===== config.mk =====
export PLATFORM = sky130hd
export DESIGN_NAME = dmem_responder
export DESIGN_NICKNAME = d
export VERILOG_FILES = /design/src/rtl/dmem_pkg.sv /design/src/rtl/dmem_bank.sv /design/src/rtl/dmem_responder.sv
export SDC_FILE = /design/constraint.sdc
export NUM_CORES = 2
export LEC_CHECK = 0
export CAP_MARGIN = 20
export CORE_ASPECT_RATIO = 1.25
export CORE_MARGIN = 2
export CORE_UTILIZATION = 45
export CTS_BUF_LIST = sky130_fd_sc_hd__clkbuf_8
export DETAILED_ROUTE_END_ITERATION = 6
export PLACE_DENSITY = 0.64
export SETUP_SLACK_MARGIN = 0.5
export SYNTH_ARGS = -nofsm -noshare
export SYNTH_HDL_FRONTEND = slang
export SYNTH_SLANG_ARGS = --single-unit

===== constraint.sdc =====
create_clock -name clk -period 3.6 [get_ports clk]
set_input_delay 0.9 -clock clk [delete_from_list [all_inputs] [get_ports clk]]
set_output_delay 0.9 -clock clk [all_outputs]
set_load 0.02 [all_outputs]

===== src/rtl/dmem_pkg.sv =====
// Shared types and constants for the handshaked data-memory responder.
//   state_e   : responder FSM states (IDLE, WAIT, RESP)
//   LANES     : byte lanes per 32-bit word
//   LANE_W    : bits per byte lane
//   lane_mask : expands a per-lane enable vector into a 32-bit bit mask
package dmem_pkg;

  localparam int LANES  = 4;
  localparam int LANE_W = 8;
  localparam int WORD_W = LANES * LANE_W;

  typedef enum logic [1:0] {
    IDLE = 2'd0,
    WAIT = 2'd1,
    RESP = 2'd2
  } state_e;

  function automatic logic [WORD_W-1:0] lane_mask(input logic [LANES-1:0] be);
    logic [WORD_W-1:0] m;
    m = '0;
    for (int i = 0; i < LANES; i++) begin
      m[i*LANE_W +: LANE_W] = {LANE_W{be[i]}};
    end
    return m;
  endfunction

endpackage


===== src/rtl/dmem_bank.sv =====
// DEPTH_WORDS x 32-bit storage array with per-byte write enables.
// Ports:
//   clk   : rising-edge clock; writes commit on this edge
//   we    : word write strobe
//   be    : per-lane write enables, qualified by we
//   addr  : word index, shared by read and write
//   wdata : write data, lane i = bits [8i+7:8i]
//   rdata : combinational read of the addressed word
module dmem_bank
  import dmem_pkg::*;
#(
  parameter int DEPTH_WORDS = 64,
  parameter int ADDR_W      = $clog2(DEPTH_WORDS)
) (
  input  logic              clk,
  input  logic              we,
  input  logic [LANES-1:0]  be,
  input  logic [ADDR_W-1:0] addr,
  input  logic [WORD_W-1:0] wdata,
  output logic [WORD_W-1:0] rdata
);

  logic [WORD_W-1:0] mem [DEPTH_WORDS];

  // NOTE: the array has no reset on purpose; contents survive a reset of
  // the responder and the array maps onto plain RAM without a clear path.
  always_ff @(posedge clk) begin
    if (we) begin
      for (int i = 0; i < LANES; i++) begin
        if (be[i]) begin
          mem[addr][i*LANE_W +: LANE_W] <= wdata[i*LANE_W +: LANE_W];
        end
      end
    end
  end

  assign rdata = mem[addr];

endmodule


===== src/rtl/dmem_responder.sv =====
// Slave end of the core's load/store interface. Accepts one request at a
// time, waits WAIT_STATES cycles, performs a byte-masked store or load and
// holds the response until it is acknowledged.
// Ports:
//   clk, reset         : rising-edge clock, asynchronous active-low reset
//   req_valid/ready    : request handshake (ready only while IDLE)
//   req_write          : 1 = store, 0 = load
//   req_addr           : byte address; word index = req_addr[ADDR_W+1:2]
//   req_wdata          : store data
//   req_byteen         : lane enables for stores and loads
//   rsp_valid/ready    : response handshake
//   rsp_rdata          : load data; zero for stores and errors
//   rsp_err            : address beyond the array
module dmem_responder
  import dmem_pkg::*;
#(
  parameter int DEPTH_WORDS = 64,
  parameter int WAIT_STATES = 2
) (
  input  logic              clk,
  input  logic              reset,
  input  logic              req_valid,
  output logic              req_ready,
  input  logic              req_write,
  input  logic [31:0]       req_addr,
  input  logic [WORD_W-1:0] req_wdata,
  input  logic [LANES-1:0]  req_byteen,
  output logic              rsp_valid,
  input  logic              rsp_ready,
  output logic [WORD_W-1:0] rsp_rdata,
  output logic              rsp_err
);

  localparam int         ADDR_W    = $clog2(DEPTH_WORDS);
  localparam logic [3:0] WAIT_INIT = 4'(WAIT_STATES);

  state_e            state_q, state_d;
  logic [3:0]        cnt_q, cnt_d;
  logic              wr_q, wr_d;
  logic [31:2]       addr_q, addr_d;
  logic [WORD_W-1:0] wdata_q, wdata_d;
  logic [LANES-1:0]  be_q, be_d;
  logic [WORD_W-1:0] rsp_rdata_q, rsp_rdata_d;
  logic              rsp_err_q, rsp_err_d;

  logic              addr_err;
  logic              bank_we;
  logic [WORD_W-1:0] bank_rdata;

  // Byte offset within a word never influences an access.
  logic unused_addr_lsbs;
  assign unused_addr_lsbs = ^req_addr[1:0];

  // Any address bit above the word index means the access is out of range.
  assign addr_err = |addr_q[31:ADDR_W+2];

  dmem_bank #(
    .DEPTH_WORDS (DEPTH_WORDS),
    .ADDR_W      (ADDR_W)
  ) u_bank (
    .clk   (clk),
    .we    (bank_we),
    .be    (be_q),
    .addr  (addr_q[ADDR_W+1:2]),
    .wdata (wdata_q),
    .rdata (bank_rdata)
  );

  // NOTE: every signal driven here gets its default first, so no path
  // through the case statement can leave one unassigned and infer a latch.
  always_comb begin
    state_d     = state_q;
    cnt_d       = cnt_q;
    wr_d        = wr_q;
    addr_d      = addr_q;
    wdata_d     = wdata_q;
    be_d        = be_q;
    rsp_rdata_d = rsp_rdata_q;
    rsp_err_d   = rsp_err_q;
    bank_we     = 1'b0;

    unique case (state_q)
      IDLE: begin
        if (req_valid) begin
          wr_d    = req_write;
          addr_d  = req_addr[31:2];
          wdata_d = req_wdata;
          be_d    = req_byteen;
          cnt_d   = WAIT_INIT;
          state_d = WAIT;
        end
      end

      WAIT: begin
        // The counter holds the wait states still to burn; the access edge
        // is the one after the last wait state, so the response appears
        // WAIT_STATES+1 edges after the accept edge.
        if (cnt_q == 4'd0) begin
          bank_we     = wr_q && !addr_err;
          rsp_err_d   = addr_err;
          rsp_rdata_d = (wr_q || addr_err) ? '0 : (bank_rdata & lane_mask(be_q));
          state_d     = RESP;
        end else begin
          cnt_d = cnt_q - 4'd1;
        end
      end

      RESP: begin
        if (rsp_ready) begin
          state_d = IDLE;
        end
      end

      default: begin
        state_d = IDLE;
      end
    endcase
  end

  // NOTE: sequential state is written with non-blocking assignments so all
  // flops sample their _d values from the same point in time.
  always_ff @(posedge clk or negedge reset) begin
    if (!reset) begin
      state_q     <= IDLE;
      cnt_q       <= '0;
      wr_q        <= 1'b0;
      addr_q      <= '0;
      wdata_q     <= '0;
      be_q        <= '0;
      rsp_rdata_q <= '0;
      rsp_err_q   <= 1'b0;
    end else begin
      state_q     <= state_d;
      cnt_q       <= cnt_d;
      wr_q        <= wr_d;
      addr_q      <= addr_d;
      wdata_q     <= wdata_d;
      be_q        <= be_d;
      rsp_rdata_q <= rsp_rdata_d;
      rsp_err_q   <= rsp_err_d;
    end
  end

  // Handshake outputs are decoded from the state register only.
  assign req_ready = (state_q == IDLE);
  assign rsp_valid = (state_q == RESP);
  assign rsp_rdata = rsp_rdata_q;
  assign rsp_err   = rsp_err_q;

endmodule

[Word level (Yosys, flattened, before mapping)]
Memory sizes are Yosys's and may differ from the RTL's.
Index checks and enable logic that the tools add are counted.
Storage, ports and cells
  register bits after elaboration: 106
  bits in writable memories: 2048
  bits of input ports: 73
  output and inout bits: 35
  logic and storage cells: 50
  memories: 1
Memories
  u_bank.mem: words 64, width 32, rd ports 1, clocked after memory_dff 0, wr ports 1, line dmem_bank.sv:23  | logic [WORD_W-1:0] mem [DEPTH_WORDS];
Operators by class
  $add $sub $neg: 1
  equal/unequal tests: 6
  mux-type cells: 22
  bitwise gates (word level): 1
  reduce and logical (&&, ||, !) cells: 11
Operators by type and width (number)
  AND 32 bit: 1
  2-to-1 mux 32 bit: 1
  OR reduction 24 bit: 1
  2-to-1 mux 1 bit: 14
  2-to-1 mux 4 bit: 2
  case mux 4 bit (2 select lines): 1
  2-to-1 mux 2 bit: 3
  inequality test 2 bit, second input constant: 3
  case mux 2 bit (3 select lines): 1
  AND reduction 3 bit: 2
  logical NOT 4 bit: 1
  AND reduction 2 bit: 2
  subtractor 4 x 1 -> 4 bit, second input constant: 1
  equality test 2 x 1 -> 1 bit, second input constant: 1
  equality test 2 bit, second input constant: 1
  logical NOT 2 bit: 1
  inequality test 2 x 1 -> 1 bit, second input constant: 1
  nonzero test 2 bit: 1
  logical AND 1 bit: 1
  logical NOT 1 bit: 1
  logical OR 1 bit: 1

[Depth between registers and ports, before layout]
  depth after elaboration: 7
  depth in mapped cells: 10
  mapped depth without buffers: 8

[By module]
From an unflattened synthesis, not the netlist that was laid out.
Unflattened totals
  cell total of the unflattened synthesis: 5085
  area total of the unflattened synthesis: 82614.2 um^2
By module, submodules not included
  dmem_bank: times used 1, cells an instance 4614, area each 78407.7 um^2, seq. area each 61499.0 um^2
  dmem_responder: times used 1, cells an instance 471, area each 4206.5 um^2, seq. area each 2652.5 um^2

[Least setup slack after synthesis]
OpenSTA, ideal clock, no wires.
  path type: register -> register
  from: reg cnt_q[0]
  to: mem u_bank.mem[16][0] (netlist bit), enable pin
  library setup time: 0.370 ns
  arrival: 2.176 ns
  required time: 3.230 ns
  setup slack: 1.053 ns
  stages on the path, launching flop included: 11
  path buffers: 2
  period minus slack after synthesis: 2.547 ns
  cell sequence: dfrtp_1 inv_1 ha_1 nor3b_2 nand2_1 nor3_1 and2_1 buf_2 nand2_2 buf_1 nor2_1
On the way
  word-level cells in the longest chain between the ends: 5
Ends and longest elaborated chain
  start: declaration: line dmem_responder.sv:38  | logic [3:0] cnt_q, cnt_d;
  start signal: assignment: line dmem_responder.sv:134  | cnt_q <= cnt_d;
  logical NOT 4 bit: line dmem_responder.sv:98  | if (cnt_q == 4'd0) begin
  2-to-1 mux 1 bit: line dmem_responder.sv:98
  2-to-1 mux 1 bit: line dmem_responder.sv:82  | unique case (state_q)
  2-to-1 mux 1 bit: line dmem_bank.sv:28  | if (we) begin
  2-to-1 mux 1 bit (not written as such): line dmem_bank.sv:31  | mem[addr][i*LANE_W +: LANE_W] <= wdata[i*LANE_W +: LANE_W];
  end: declaration: line dmem_bank.sv:23
Every way passes these cells.

[Final worst setup path]
  from: reg addr_q[2] (netlist bit)
  to: reg rsp_rdata_q[4], in the netlist rsp_rdata[4]
On the way
  word-level cells in the longest chain between the ends: 3
Ends and longest elaborated chain
  start: declaration: line dmem_responder.sv:40  | logic [31:2] addr_q, addr_d;
  start signal: assignment: line dmem_responder.sv:136  | addr_q <= addr_d;
  memory (64 x 32 bit)
  AND 32 bit: line dmem_responder.sv:101  | rsp_rdata_d = (wr_q || addr_err) ? '0 : (bank_rdata & lane_mask(be_q));
  2-to-1 mux 32 bit: line dmem_responder.sv:101
  end signal: assignment: line dmem_responder.sv:139  | rsp_rdata_q <= rsp_rdata_d;
  end: declaration: line dmem_responder.sv:43  | logic [WORD_W-1:0] rsp_rdata_q, rsp_rdata_d;
Every way passes these cells.
A chain may end at the register's enable or synchronous reset.

==> out/metrics.cfg <==
[power]
power_density_mw_per_mm2 = 808
finalPower_mw = 77.4
peakVddDrop_mv = 0.629
leakage_nw = 31.8

[worst_setup_path]
worstSetupEndpointType = flop
worstPathRequired_ns = 4.46
critPathArrivalTime_ns = 4.01
critPathMaxFanout = 29
worst-setup-path-type = reg2reg
start_kind = flop

[floorplanning]
rows = 176
die_y_um = 484
die_w_um = 388
fp.dieArea_mm2 = 0.188
core-area_mm2 = 0.183
initial_core_util_pct = 45.2
io_pins = 108

[clock_tree]
cts_root_buf = clkbuf_8
clock_latency_ns = 1.07
clk_path_buf_depth = 4
cts_tree = done
cts_num_sinks = 2154
numCtsBuffers = 335
path_clk_slew_ns = 0.06
cts_max_level = 5

[synth]
ys_async_sr_fraction_pct = 4.92
synthesis.area_mm2 = 0.0829
synth_warnings = 0
synth_cells = 4731
synth_area_per_cell_um2 = 17.5
yosysUniqueCellTypes = 51
yosys.area.top_type = edfxtp_1
synth_flop_cell = edfxtp_1
synth-edff-count = 2048
seq_area_frac_synth_pct = 77.4
syn_nets = 4805
synth_top_area_share_pct = 74.2
ys_ff_latch = 2154
synth_area_leaders = edfxtp_1 74%, mux2i_1 6.1%, dfrtp_1 3.2%

[worst_hold_path]
min_path_type = in2async

[drt]
drc = 0
wl_per_cell_um = 28.6
final_antenna_net_count = 0
drtIter0Drc = 6031
vias = 48092
firstDrtPassIters = 6
viasPerCell = 6.06
drt-total-wl_um = 227000

[grt]
grt_pass1_vias = 47401
grt_max_degree = 119
grt_pass1_wl_um = 325000
overflow = 0
grt_antenna_before_repair = 11
track_usage_pct = 23.7

[finish]
fill_cells = 14773
fin_nets = 5378
drive_gt1_share_pct = 18.7
areaGrowthSynthToFinish_pct = 15.5
layout_common_cells = 2048 x edfxtp_1, 507 x mux2i_1, 417 x buf_4
layout_commonest_cell = edfxtp_1

[placement]
hpwl_um = 145000
portBuffers = 105
gp_congestion = 0.843

[sta]
relSlewSlack_pct = 25.2
skew_ns = 0.0927
max_clock_freq_mhz = 318
hold_viol_final = 0
slew_violations = 0
rsz0062_at_grt = true
finalSetupTns_ns = 0
tightest_slew_ns = 1.12
min_period_ns = 3.15
finalCritPeriodShare_pct = 87.5
setup-violations-final = 0

[run]
cap_violations = 0

[run_status]
status = complete, no violations

==> synth_stat cells (116+ instances only) <==
cell	number
a21oi_1	128
a221o_1	254
a221oi_1	250
buf_2	130
clkbuf_1	150
edfxtp_1	2048
mux2i_1	507
nor2_1	269
o21ai_1	116
o22a_1	118
o22ai_1	196
==> repair_timing <==
action | in CTS | in global routing
endpoints found under the hold margin | 46 | 0
pin swaps | 3 | 0
gates resized for setup | 20 | 18
setup buffers | 13 | 3
gates cloned | 3 | 1
endpoints found under the setup margin | 36 | 486
hold buffers | 1 | 0
==> sequential cells by signal, summed over array words and instances, names as in the netlist <==
name and count:
state_q 2, wr_q 1, addr_q 30, rsp_err 1
rsp_rdata 32, wdata_q 32, u_bank.mem 2048, be_q 4
cnt_q 4
==> metal layers <==
layer / vias up / GRT usage, % / part of all wire (%)
met5: - / 0 / 0.036
met4: 12 / 9.56 / 3.8
met3: 449 / 4.77 / 8.2
met2: 2282 / 39.2 / 49
met1: 24716 / 30.8 / 39
li1: 20633 / - / -
==> cell families after synthesis <==
group / Yosys count / synth area share (%)
AOI/OAI and AO/OA: 1179 / 10.9
muxes: 578 / 7.14
adders and majority gates: 1 / 0.0151
xor gates and xnor gates: 2 / 0.0211
buffers and inverters: 359 / 2.13
and+or+nand+nor: 458 / 2.36
DFF: 2154 / 77.4
==> per-stage QoR <==
stage / hold WS (ns) / cell area, um2 / util (%) / std cells / worst slack [ns]
final: 0.446 / 95800 / 52.2 / 7940 / 0.451
after global routing: 0.423 / 95700 / 52.2 / 7937 / 0.474
after CTS: 0.375 / 95300 / 52.0 / 7915 / 0.393
after detailed placement: 0.483 / 89200 / 48.6 / 7334 / 0.192
after global placement: 0.475 / 89200 / 48.6 / 7334 / 0.224
after floorplan: 0.474 / 82900 / - / 4731 / 1.05
==> where the power goes <==
| part | switching (mW) | internal, mW | total [mW] |
|---|---|---|---|
| sequential | 2.12 | 31.5 | 33.6 |
| clock | 9.07 | 9.48 | 18.5 |
| combinational | 16.2 | 9.08 | 25.2 |
| total | 27.3 | 50.0 | 77.4 |
==> final timing paths <==
check / start / end / slack (ns) / depth (start not counted)
max in group asynchronous: reset / addr_q[27]$_DFFE_PN0P_ / 2.27 / 3
worst max-delay path: addr_q[2]$_DFFE_PN0P_ / rsp_rdata[4]$_DFFE_PN0P_ / 0.45 / 10
worst min register to register: rsp_rdata[0]$_DFFE_PN0P_ / rsp_rdata[0]$_DFFE_PN0P_ / 0.49 / 2
min in group clk: req_byteen[0] / be_q[0]$_DFFE_PN0P_ / 0.47 / 2
worst max register to register: addr_q[2]$_DFFE_PN0P_ / rsp_rdata[4]$_DFFE_PN0P_ / 0.45 / 10
worst min-delay path: reset / wdata_q[2]$_DFFE_PN0P_ / 0.45 / 2
==> area by class of cell <==
| type | instances | area (um2) | share of cell area (%) |
|---|---|---|---|
| diodes | 6 | 15.0 | 0.0157 |
| clock buffers | 352 | 4840 | 5.06 |
| clock inverters | 212 | 1060 | 1.11 |
| inverters | 4 | 22.5 | 0.0235 |
| multi-input cells | 2222 | 17200 | 17.9 |
| flip-flops and latches | 2154 | 64200 | 67.1 |
| well taps | 2403 | 3010 | 3.14 |
| repair buffers | 587 | 5430 | 5.68 |
==> critical path, stage by stage, from the launching register on <==
cell      delay (ns)
dfrtp_4         0.60
buf_6           0.26
nand2b_4        0.34
buf_12          0.16
buf_12          0.19
o22ai_1         0.13
a21oi_1         0.34
o22ai_1         0.27
nor4_1          0.36
buf_4           0.22
o21ai_1         0.06
Note: power is estimated with default switching activity, not from simulation.
